$ cat config.mk
export PLATFORM = sky130hd
export DESIGN_NAME = oc8051_cxrom_arbiter
export DESIGN_NICKNAME = d
export VERILOG_FILES = /design/src/rtl/oc8051_cxrom_arbiter.sv
export SDC_FILE = /design/constraint.sdc
export NUM_CORES = 1
export LEC_CHECK = 0
export BUFFER_PORTS_ARGS = -buffer_cell sky130_fd_sc_hd__buf_4
export CAP_MARGIN = 20
export CORE_ASPECT_RATIO = 1.25
export CORE_MARGIN = 10
export CORE_UTILIZATION = 35
export CTS_CLUSTER_DIAMETER = 150
export DETAILED_ROUTE_END_ITERATION = 10
export PLACE_DENSITY = 0.66
export SLEW_MARGIN = 25
export SYNTH_ARGS = -nofsm -noshare
export SYNTH_HDL_FRONTEND = slang
export SYNTH_SLANG_ARGS = --single-unit
$ cat constraint.sdc
create_clock -name clk -period 5.65 [get_ports clk]
set_input_delay 1.13 -clock clk [delete_from_list [all_inputs] [get_ports clk]]
set_output_delay 1.13 -clock clk [all_outputs]
set_load 0.01 [all_outputs]
$ cat src/rtl/oc8051_cxrom_arbiter.sv
// Code-ROM port arbiter: CPU instruction fetches share one ROM port with a
// burst-reading DMA engine; DMA is forced through after MAX_WAIT lost cycles.
module oc8051_cxrom_arbiter #(
  parameter int MAX_WAIT = 8
) (
  input  logic        clk,
  input  logic        rst,
  input  logic        cpu_req_valid,
  input  logic [15:0] cpu_req_addr,
  output logic        cpu_req_ready,
  output logic        cpu_rsp_valid,
  output logic [31:0] cpu_rsp_data,
  input  logic        dma_start,
  input  logic [15:0] dma_base,
  input  logic [7:0]  dma_len,
  output logic        dma_busy,
  output logic        dma_rsp_valid,
  output logic [15:0] dma_rsp_addr,
  output logic [31:0] dma_rsp_data,
  output logic        dma_done,
  output logic [15:0] rom_addr,
  input  logic [31:0] rom_data
);

  localparam logic [7:0] MAX_WAIT_W = 8'(MAX_WAIT);

  typedef enum logic {IDLE, BURST} state_t;

  state_t      state, state_nxt;
  logic [15:0] dma_addr;
  logic [7:0]  dma_cnt;
  logic [7:0]  wait_cnt;
  logic        cpu_grant;
  logic        dma_grant;

  always_ff @(posedge clk) begin
    if (rst) state <= IDLE;
    else     state <= state_nxt;
  end

  // Grants come only from requests and state, never from response registers.
  always_comb begin
    // NOTE: every output of this block gets a default first so no path leaves
    // a signal unassigned, which would otherwise infer a latch.
    state_nxt = state;
    cpu_grant = 1'b0;
    dma_grant = 1'b0;
    rom_addr  = 16'h0000;
    if (!rst) begin
      unique case (state)
        IDLE: begin
          cpu_grant = cpu_req_valid;
          if (dma_start && dma_len != 8'd0) state_nxt = BURST;
        end
        BURST: begin
          cpu_grant = cpu_req_valid && (wait_cnt < MAX_WAIT_W);
          dma_grant = !cpu_grant;
          if (dma_grant && dma_cnt == 8'd1) state_nxt = IDLE;
        end
      endcase
      if (cpu_grant)      rom_addr = cpu_req_addr;
      else if (dma_grant) rom_addr = dma_addr;
    end
  end

  assign cpu_req_ready = cpu_grant;
  assign dma_busy      = (state == BURST);

  always_ff @(posedge clk) begin
    // NOTE: sequential state uses non-blocking assignments so every register
    // samples the pre-edge values, independent of statement order.
    if (rst) begin
      dma_addr      <= 16'h0000;
      dma_cnt       <= 8'd0;
      wait_cnt      <= 8'd0;
      cpu_rsp_valid <= 1'b0;
      cpu_rsp_data  <= 32'h0;
      dma_rsp_valid <= 1'b0;
      dma_rsp_addr  <= 16'h0000;
      dma_rsp_data  <= 32'h0;
      dma_done      <= 1'b0;
    end else begin
      cpu_rsp_valid <= cpu_grant;
      dma_rsp_valid <= dma_grant;
      dma_done      <= dma_grant && (dma_cnt == 8'd1);
      if (cpu_grant) cpu_rsp_data <= rom_data;

      if (state == IDLE) begin
        if (dma_start && dma_len != 8'd0) begin
          dma_addr <= dma_base;
          dma_cnt  <= dma_len;
          wait_cnt <= 8'd0;
        end
      end else if (dma_grant) begin
        dma_rsp_addr <= dma_addr;
        dma_rsp_data <= rom_data;
        dma_addr     <= dma_addr + 16'd4;
        dma_cnt      <= dma_cnt - 8'd1;
        wait_cnt     <= 8'd0;
      end else if (cpu_grant) begin
        wait_cnt <= wait_cnt + 8'd1;
      end
    end
  end

endmodule

# == After elaboration in Yosys (flattened, before gate mapping) ==
# Index checks and enable logic that the tools add are counted.
# classes
mul,0
addsub,3
div,0
mux,22
eq_ne,3
magnitude_cmp,1
n_shift,0
bitwise,1
n_reduce_logical,10
# op_table
op,count
2-to-1 mux 16 bit,6
2-to-1 mux 8 bit,7
"adder 16 x 3 -> 16 bit, second input constant",1
"adder 8 x 1 -> 8 bit, second input constant",1
"equality test 8 x 1 -> 1 bit, second input constant",1
"< comparator 8 x 4 -> 1 bit, second input constant",1
nonzero test 8 bit,1
"subtractor 8 x 1 -> 8 bit, second input constant",1
2-to-1 mux 1 bit,7
AND reduction 2 bit,3
logical AND 1 bit,4
one-hot mux 1 bit (2 select lines),2
"!= test 3 x 2 -> 1 bit, second input constant",1
"!= test 2 x 1 -> 1 bit, second input constant",1
nonzero test 2 bit,1
logical NOT 1 bit,1
inverter 1 bit,1
# totals
n_memories,0
mem_bits_rw,0
inputBits,76
wordCells,50
latchBits,0
mem_bits_ro,0
regBits,116
output_inout_bits,101

# == Logic depth before layout (Yosys ltp) ==
# Gate-level depths: netlist of the first run.
# logic_depth
ltp_word,8
mapped_depth,7
mapped_depth_nobuf,6

# == Least setup slack after synthesis of the first run ==
# OpenSTA, ideal clock, no wires.
# synth_timing
path_type,in2out
from,in cpu_req_valid
to,out rom_addr[10]
required_time_ns,4.520
cell_stages,7
slack_ns,2.122
path_buffers,3
t_arrival_ns,2.398
cell_sequence,clkbuf_1 nand2b_1 o21a_1 buf_6 nor3_4 buf_6 a22o_1
# synth_via
elab_chain_len,7
word_cells_on_any_way,9
cone_classes,mux (7); reduce/logical (2)
# synth_lines
element,line_no,source
"start, declared",8,"input logic cpu_req_valid,"
logical AND 1 bit,56,cpu_grant = cpu_req_valid && (wait_cnt < MAX_WAIT_W);
logical NOT 1 bit,57,dma_grant = !cpu_grant;
2-to-1 mux 1 bit,50,unique case (state)
2-to-1 mux 1 bit,49,if (!rst) begin
2-to-1 mux 16 bit,62,else if (dma_grant) rom_addr = dma_addr;
2-to-1 mux 16 bit *,61,if (cpu_grant) rom_addr = cpu_req_addr;
2-to-1 mux 16 bit *,49,
"end, declared",21,"output logic [15:0] rom_addr,"
# Every way passes the cells marked *; elsewhere a longest branch is shown, timed or not. The select of a mux whose other input is x is not followed.

# == Final worst setup path of the first run ==
# layout_timing
from,in cpu_req_valid
to,out rom_addr[2]
# Same word-level chain as after synthesis.

==> reports/metrics.yaml, run 1 <==
status: "finished, final reports clean"
grt_pass1_vias: 4823
path_clk_slew_ps: 60
grtUsageMet3: 0.04583
drv_cap: 0
gp_congestion: 0.8296
grtUsageMet1: 0.2062
synth.cell_area_um2: 5060
period_needed_ps: 4037
p_clk_frac: 0.479
grt_usage: 0.1640
via_per_inst: 5.449
critPathMostFrequentCell: "buf_4"
critPathMaxStageDelay_ps: 530
power.internal_mw: 1.708
p_sw_uw: 578.6
insertion_delay_ps: 410
p_sw_frac: 0.2531
holdBufCountCts: 0
antenna_cells: 0
vias: 5264
synth_top_area_frac: 0.4590
path_max_fanout: 34
antenna_left: 0
peakVddDrop_v: 0.0001477
p_leak_nw: 2.847
fin_crit_sh: 0.7144
grt_busiest_layer: "met2"
clock-sinks: 116
endpoint_kind: "primary output"
syn_nets: 711
finClkSkew_ps: 16.54
hold_viol_final: 0
synthTopCellsByArea: "dfxtp_1 46%, a21oi_1 9.9%, nand2_1 9.0%, nand3_1 4.5%, o21ai_0 3.8%"
crit_chain: "buf_4 -> nand2b_1 -> o21a_2 -> nor3_4 -> a22o_1 -> buf_4"
drtPass1Iterations: 7
antenna_found_initial: 0
num_io_pins: 177
syn_inst: 631
power_per_cell_area_nw_per_um2: 325.2
synth_area_leader_cell: "dfxtp_1"
die_w_um: 127.5
portBuffers: 176
areaGrowthSynthToFinish_pct: 38.95
power_frac_comb: 0.128
yosys_warnings: 0
post_cts_buffers: 0
utilization: 0.4922
crit_type: "in -> out"
critPathArrivalTime_ps: 2910
p_seq_frac: 0.392
cts_max_path_buffers: 2
grt_max_degree: 98
rows: 49
hpwl_um: 11520
routed_wl_um: 17090
synth_edf_count: 0
mostFrequentLayoutCell: "buf_4"
htree_levels: 4
hold_path_class: "reg -> reg"
slew_headroom: 0.3045
die-height_um: 154.4
post_drt_wl_per_cell_um: 17.69
fmax_mhz: 247.7
cts_buffers: 17
slew_viol_final: 0
core-area_um2: 14290
cts_tree: "done"
cts-root-buf: "clkbuf_16"
final_nets: 855
syn_area_per_cell_um2: 8.019
gr-total-overflow: 0
fin_tns_setup_ps: 0
setup_viol: 0
start_util: 0.3542
die_area_um2: 19700
grt_first_pass_wirelength_um: 26590
gr-usage-met2: 0.2610
seq_area_frac_synth: 0.4590
final_cell_mix: "183 x buf_4, 121 x nand2_1, 116 x dfxtp_1"
synth_ff_type: "dfxtp_1"
ys_seq_elements: 116
slowest_stage: "nor3_4"
cp.required_ps: 4520
critPathLaunchType: "primary input"
rsz0062_at_grt: "false"
synthDistinctLibCells: 53
drc: 0
async_flop_share: 0
tightest_slew_ps: 1043
cts_resized: 0
drive_gt1_frac: 0.2919
drtIter0Drc: 457
-- final cells by class --
cell class | instances | area [um2]
fill | 1404 | 7254
multi-input combinational | 446 | 2459
sequential | 116 | 2322
timing repair buffer | 183 | 1374
clock buffer | 20 | 456.7
tap | 178 | 222.7
clock inverter | 12 | 155.1
inverter | 11 | 41.29
-- final timing paths --
check | start | slack [ps] | endpoint | cells past startpoint
max reg2reg | wait_cnt[7]$_SDFFE_PP0P_ | 2940 | dma_addr[8]$_SDFFE_PP0P_ | 6
min | dma_rsp_data[17]$_SDFFE_PP0P_ | 450 | dma_rsp_data[17]$_SDFFE_PP0P_ | 2
max | cpu_req_valid | 1610 | rom_addr[2] | 6
min reg2reg | dma_rsp_data[17]$_SDFFE_PP0P_ | 450 | dma_rsp_data[17]$_SDFFE_PP0P_ | 2
-- sequential cells by signal (all words and copies together), names as in the netlist --
name and cells:
cpu_rsp_data 32, cpu_rsp_valid 1, dma_addr 16, dma_busy 1, dma_cnt 8, dma_done 1
dma_rsp_addr 16, dma_rsp_data 32, dma_rsp_valid 1, wait_cnt 8
-- routing by layer --
| metal | vias up | wire [um] | share of wire |
|---|---|---|---|
| met3 | 27 | 1129 | 0.066 |
| met4 | 0 | 384 | 0.022 |
| met5 | - | 0 | 0 |
| met2 | 198 | 8274 | 0.48 |
| met1 | 2477 | 7301 | 0.43 |
| li1 | 2562 | - | - |
-- power groups by stage --
stage | Sequential [mW] | Combinational (mW) | Clock (mW)
CTS | 0.896 | 0.296 | 1.11
detailed placement | 0.913 | 0.295 | 0
global route | 0.902 | 0.323 | 1.15
finish | 0.897 | 0.294 | 1.10
floorplan | 0.912 | 0.154 | 0
global placement | 0.912 | 0.294 | 0
-- per-stage QoR --
| stage | instances | hold slack, ps | cell area [um2] | worst slack (ps) | power, mW |
|---|---|---|---|---|---|
| finish | 966 | 451.5 | 7030 | 1613 | 2.287 |
| global route | 966 | 470.7 | 7030 | 1464 | 2.375 |
| CTS | 966 | 454.0 | 7030 | 1602 | 2.306 |
| detailed placement | 934 | 446.6 | 6419 | 1609 | 1.208 |
| global placement | 934 | 442.6 | 6419 | 1633 | 1.207 |
| floorplan | 631 | 428.7 | 5060 | 2122 | 1.066 |
-- cells in the mapped netlist (all sizes together) (2+ instances only) --
cell / count
nand2: 122
dfxtp: 116
a21oi: 100
nand3: 45
clkbuf: 44
o21ai: 40
a22o: 18
buf: 14
nor3: 13
inv: 11
nor2: 11
nand4: 7
o32ai: 7
o22ai: 6
a211oi: 5
a31oi: 5
or4: 5
a221oi: 4
a22oi: 4
a32o: 4
and3: 4
ha: 4
nor4: 4
a31o: 3
mux2i: 3
nand2b: 3
nor2b: 3
a2bb2oi: 2
a32oi: 2
a41oi: 2
and2: 2
and4: 2
o2111ai: 2
o2bb2ai: 2
-- cells by family (layout without fill, tap and decap cells) --
group	Yosys count	count (layout)	share of synthesized area
AND/OR/NAND/NOR	226	226	0.2075
AO/OA/AOI/OAI	212	212	0.2592
flip-flops	116	116	0.4590
buffers and inverters	69	226	0.05687
adder cells (fa/ha/maj)	4	4	0.009892
multiplexers	3	3	0.005935
XOR/XNOR	1	1	0.001731
-- worst max-delay path: cells and delay by family --
family / cells / cell delay, ps
AO/OA/AOI/OAI: 2 / 540
buffers and inverters: 2 / 460
AND/OR/NAND/NOR: 2 / 760
Note: power is estimated with default switching activity, not from simulation.
==> run 2, diff against run 1 <==
Settings changed: PLACE_DENSITY 0.66 to 0.69.
Clock period 5.65 ns to 3.5 ns, I/O delays scaled along.
==> run 2 against run 1 <==
Effect of this change: hold slack is essentially flat; clock power grew 55%; design area grew 0.23%; first-iteration DRC count grew 7.4%; clock skew shrank 3.0 ps; clock-buffer cell count shrank 1; core utilization grew 0.11 points; via count shrank 0.32%; sequential share of layout area shrank 0.076 points; power grew 59%; routed wire length grew 0.84%.
==> reports/metrics.yaml, run 2 (same netlist as run 1, synthesis figures left out) <==
areaGrowthSynthToFinish_pct: 39.27
final_cell_area_um2: 7047  # +0.23%
slew_viol_final: 0  # unchanged
cts_buffers: 17  # unchanged
clock-sinks: 116  # unchanged
start_util: 0.3542  # unchanged
grt_pass1_vias: 4871  # +1.0%
hold_path_class: "reg -> reg"
tightest_slew_ps: 778.1  # -265.1 ps
final_cell_mix: "186 x buf_4, 121 x nand2_1, 116 x dfxtp_1"
drc: 0  # unchanged
final_nets: 859  # +0.47%
hold_depth: 2  # unchanged
final.fill_count: 1387  # -1.2%
vias: 5247  # -0.32%
gr-total-overflow: 0  # unchanged
post_drt_wl_per_cell_um: 17.78  # +0.52%
rr_startpoint: "dma_busy$_SDFF_PP0_"
die-height_um: 154.4  # unchanged
reg2reg_to: "dma_addr[10]$_SDFFE_PP0P_"
routed_wl_um: 17230  # +0.84%
antenna_found_initial: 0  # unchanged
dpl_cell_area_um2: 6461  # +0.66%
htree_levels: 4  # unchanged
cts_tree: "done"
power_per_cell_area_nw_per_um2: 515.6  # +59%
worstHoldEndpoint: "dma_rsp_data[15]$_SDFFE_PP0P_"
drtPass1Iterations: 5  # -2
crit_start: "wait_cnt[3]$_SDFFE_PP0P_"
fin_crit_sh: 0.8976
grt_max_degree: 82  # -16%
cts-root-buf: "clkbuf_16"
utilization: 0.4933  # +0.001138
path_clk_slew_ps: 50  # about the same
antenna_cells: 0  # unchanged
rsz0062_at_grt: "false"
core-area_um2: 14290  # unchanged
die_area_um2: 19700  # unchanged
drtIter0Drc: 491  # +7.4%
via_per_inst: 5.415  # -0.63%
fin_tns_setup_ps: 0  # unchanged
antenna_left: 0  # unchanged
setup_viol: 0  # unchanged
peakVddDrop_v: 0.0003740  # +150%
slew_headroom: 0.4813  # +0.1768
portBuffers: 176  # unchanged
holdBufCountCts: 0  # unchanged
endpoint_kind: "primary output"
reg.largest.list: "cpu_rsp_data (32), dma_rsp_data (32)"
cts_max_path_buffers: 2  # unchanged
r2r_slack_ps: 1360  # -1580 ps
hpwl_um: 11600  # +0.72%
rows: 49  # unchanged
hold_viol_final: 0  # unchanged
post_cts_buffers: 0  # unchanged
p_leak_nw: 2.845  # about the same
grt_first_pass_wirelength_um: 26650  # +0.21%
mostFrequentLayoutCell: "buf_4"
status: "finished, final reports clean"
grt_usage: 0.1643  # +0.0003074
path_max_fanout: 17  # -50%
worstHoldStart: "dma_rsp_data[15]$_SDFFE_PP0P_"
cts_resized: 0  # unchanged
drive_gt1_frac: 0.2958  # +0.003950
critPathLaunchType: "flip-flop"
num_io_pins: 177  # unchanged
insertion_delay_ps: 410  # about the same
fmax_mhz: 318.3
die_w_um: 127.5  # unchanged
critPathArrivalTime_ps: 2440  # -470 ps
reg2reg_depth: 6  # unchanged
crit_type: "reg -> out"
period_needed_ps: 3142
cp.required_ps: 2800  # -1720 ps
drv_cap: 0  # unchanged
gp_congestion: 0.8346  # +0.60%
finClkSkew_ps: 13.52  # -3.012 ps
==> run 2: worst max path at each step <==
stage / end / cells after the start
after floorplan: rom_addr[10] / 7
after global placement: rom_addr[2] / 6
after detailed placement: rom_addr[0] / 6
after CTS: rom_addr[5] / 5
after global routing: rom_addr[5] / 5
final: rom_addr[2] / 5
==> run 2: routing by layer <==
metal  vias to the layer above  share of wire  global-route usage
met5                         -              0                   0
met4                         0          0.018             0.06247
met3                        22          0.071             0.04720
met2                       194           0.48              0.2556
met1                      2459           0.44              0.2093
li1                       2572              -                   -
==> run 2: layout make-up <==
class	instances	area [um2]	area share
Inverter	11	41.29	0.005859
Clock inverter	12	132.6	0.01882
Sequential cell	116	2322	0.3295
Timing Repair Buffer	187	1416	0.2010
Tap cell	178	222.7	0.03161
Clock buffer	19	452.9	0.06428
Multi-Input combinational cell	446	2459	0.3489
==> run 2: where the power goes <==
group          switching [mW]  internal [mW]
Sequential             0.0613           1.39
Clock                   0.626           1.08
Combinational           0.262          0.218
Total                   0.949           2.68
==> run 2: worst max-delay path: stages, from the launching register on <==
cell and delay, ps:
dfxtp_1 330, or4_4 560, o21a_2 240, nor3_4 520, a22o_1 240, buf_4 130
==> run 2: through the flow <==
stage | cells | power, mW | worst slack (ps) | hold WS (ps)
after floorplan | 631 | 1.721 | 832.5 | 428.7
after global placement | 938 | 1.952 | 680.5 | 442.3
after detailed placement | 938 | 1.955 | 681.5 | 443.8
after CTS | 969 | 3.653 | 353.2 | 453.1
after global routing | 969 | 3.763 | 261.4 | 470.7
final | 969 | 3.633 | 358.4 | 451.6
==> run 3, diff against run 2 <==
Settings changed: PLACE_DENSITY 0.69 to 0.66.
Clock period 3.5 ns to 3.25 ns, I/O delays scaled along.
==> run 3 against run 2 <==
Effect of this change: power increased by 7.4%; hold slack about the same; routed wire length increased by 0.28%; combinational power increased by 9.2%; clock power increased by 7%; sequential power increased by 8%; non-clock buffer count increased by 3; via count increased by 0.46%; critical endpoint is now rom_addr[10]; largest power group unchanged; global-route usage increased by 0.38 points; die area unchanged; sequential share of layout area decreased by 0.15 points.
==> reports/metrics.yaml, run 3 (same netlist as run 1, synthesis figures left out) <==
status: "finished, final reports clean"
rows: 49  # unchanged
drtIter0Drc: 505  # +2.9%
htree_levels: 4  # unchanged
num_io_pins: 177  # unchanged
mostFrequentLayoutCell: "buf_4"
die-height_um: 154.4  # unchanged
critPathArrivalTime_ps: 2190  # -250 ps
reg.largest.list: "cpu_rsp_data (32), dma_rsp_data (32)"
critPathMaxStageDelay_ps: 560  # about the same
post_cts_buffers: 0  # unchanged
crit_chain: "or4_4 -> o21a_2 -> nor3_4 -> buf_12 -> a22o_1 -> buf_4"
crit_buf_inv: 2  # +1
fin_crit_sh: 0.8744
endpoint_kind: "primary output"
grt_pass1_vias: 4860  # -0.23%
p_leak_nw: 2.880  # +1.2%
crit_start: "wait_cnt[3]$_SDFFE_PP0P_"
holdBufCountCts: 0  # unchanged
grt_usage: 0.1681  # +0.003847
path_clk_slew_ps: 50  # about the same
p_sw_uw: 984.4  # +3.7%
antenna_cells: 0  # unchanged
hold_path_class: "reg -> reg"
crit_path_end: "rom_addr[10]"
hpwl_um: 11740  # +1.2%
period_needed_ps: 2842
p_sw_frac: 0.2522  # -0.008946
grt_max_degree: 82  # unchanged
via_per_inst: 5.428  # +0.25%
vias: 5271  # +0.46%
portBuffers: 176  # unchanged
crit_type: "reg -> out"
post_drt_wl_per_cell_um: 17.80  # about the same
die_w_um: 127.5  # unchanged
cts_resized: 0  # unchanged
cts_max_path_buffers: 2  # unchanged
slowest_stage: "or4_4"
peakVddDrop_v: 0.0003277  # -12%
drv_cap: 0  # unchanged
fin_total_pwr_mw: 3.903  # +7.4%
rsz0062_at_grt: "false"
antenna_found_initial: 0  # unchanged
setup_viol: 0  # unchanged
cp.required_ps: 2600  # -200 ps
r2r_slack_ps: 1060  # -300 ps
die_area_um2: 19700  # unchanged
p_clk_frac: 0.466  # -0.003
final_nets: 862  # +0.35%
gp_congestion: 0.8189  # -1.9%
cts_buffers: 17  # unchanged
areaGrowthSynthToFinish_pct: 39.89
critPathLaunchType: "flip-flop"
rr_startpoint: "dma_busy$_SDFF_PP0_"
fmax_mhz: 351.9
slew_viol_final: 0  # unchanged
antenna_left: 0  # unchanged
worst-path-stages: 6  # +1
path_delay_family: "simple AND/OR/NAND/NOR gates"
core-area_um2: 14290  # unchanged
insertion_delay_ps: 410  # about the same
gr-total-overflow: 0  # unchanged
cts-root-buf: "clkbuf_16"
power.internal_mw: 2.918  # +8.7%
fin_tns_setup_ps: 0  # unchanged
cts_tree: "done"
slew_headroom: 0.4726  # -0.008727
path_max_fanout: 17  # unchanged
power_frac_comb: 0.134  # +0.002
final_cell_mix: "187 x buf_4, 121 x nand2_1, 116 x dfxtp_1"
hold_viol_final: 0  # unchanged
drive_gt1_frac: 0.2963  # +0.0005149
tightest_slew_ps: 791.2  # +13.09 ps
reg2reg_to: "dma_addr[8]$_SDFFE_PP0P_"
power_per_cell_area_nw_per_um2: 551.4  # +7.0%
drc: 0  # unchanged
start_util: 0.3542  # unchanged
reg2reg_depth: 6  # unchanged
drtPass1Iterations: 4  # -1
p_seq_frac: 0.400  # about the same
routed_wl_um: 17280  # +0.28%
clock-sinks: 116  # unchanged
finClkSkew_ps: 6.802  # -6.723 ps
grt_first_pass_wirelength_um: 26980  # +1.2%
run 3: cell types whose count changed in the layout (fill, tap and decap cells not counted), sizes merged:
cell and delta:
clkinvlp -4, buf +3, clkinv +3, bufinv +1, clkbuf -1
run 3: power by group through the flow:
| stage | Clock [mW] | Sequential [mW] | Combinational [mW] |
|---|---|---|---|
| after floorplan | 0 | 1.59 | 0.268 |
| after global placement | 0 | 1.59 | 0.520 |
| after detailed placement | 0 | 1.59 | 0.521 |
| after CTS | 1.85 | 1.56 | 0.522 |
| after global routing | 1.93 | 1.57 | 0.572 |
| final | 1.82 | 1.56 | 0.524 |
run 3: per-stage QoR:
step | worst slack, ps | utilization | hold slack [ps] | std cells | area [um2]
after floorplan | 682.5 | - | 428.7 | 631 | 5060
after global placement | 427.0 | 0.4542 | 442.2 | 940 | 6489
after detailed placement | 389.4 | 0.4542 | 446.7 | 940 | 6489
after CTS | 100.1 | 0.4941 | 453.4 | 970 | 7058
after global routing | 317.7 | 0.4955 | 461.8 | 971 | 7078
final | 408.1 | 0.4955 | 452.1 | 971 | 7078
run 3: tightest hold or removal path, cell delays in order (launching register included):
cell and delay, ps:
dfxtp_1 300, nand2_1 50, a21oi_1 50
run 3: worst min path at each step:
| stage | cells after the start | from | slack [ps] | endpoint |
|---|---|---|---|---|
| CTS | 2 | rst | 450 | wait_cnt[4]$_SDFFE_PP0P_ |
| global route | 2 | rst | 460 | wait_cnt[4]$_SDFFE_PP0P_ |
| floorplan | 2 | wait_cnt[6]$_SDFFE_PP0P_ | 430 | wait_cnt[6]$_SDFFE_PP0P_ |
| global placement | 2 | dma_rsp_addr[15]$_SDFFE_PP0P_ | 440 | dma_rsp_addr[15]$_SDFFE_PP0P_ |
| finish | 2 | dma_rsp_addr[4]$_SDFFE_PP0P_ | 450 | dma_rsp_addr[4]$_SDFFE_PP0P_ |
| detailed placement | 2 | dma_rsp_data[25]$_SDFFE_PP0P_ | 450 | dma_rsp_data[25]$_SDFFE_PP0P_ |
run 3: cell type report:
class | count | area (um2)
clock inverter | 12 | 140.1
fill | 1387 | 7207
tap | 178 | 222.7
multi-input combinational | 446 | 2459
inverter | 11 | 41.29
timing repair buffer | 190 | 1464
clock buffer | 18 | 429.2
sequential | 116 | 2322
run 3: routing by layer:
metal | track usage | vias up | wire length, um
met3 | 0.05130 | 24 | 1359
met5 | 0 | - | 0
met1 | 0.2131 | 2459 | 7238
met4 | 0.06573 | 0 | 315
met2 | 0.2600 | 207 | 8368
li1 | - | 2581 | -
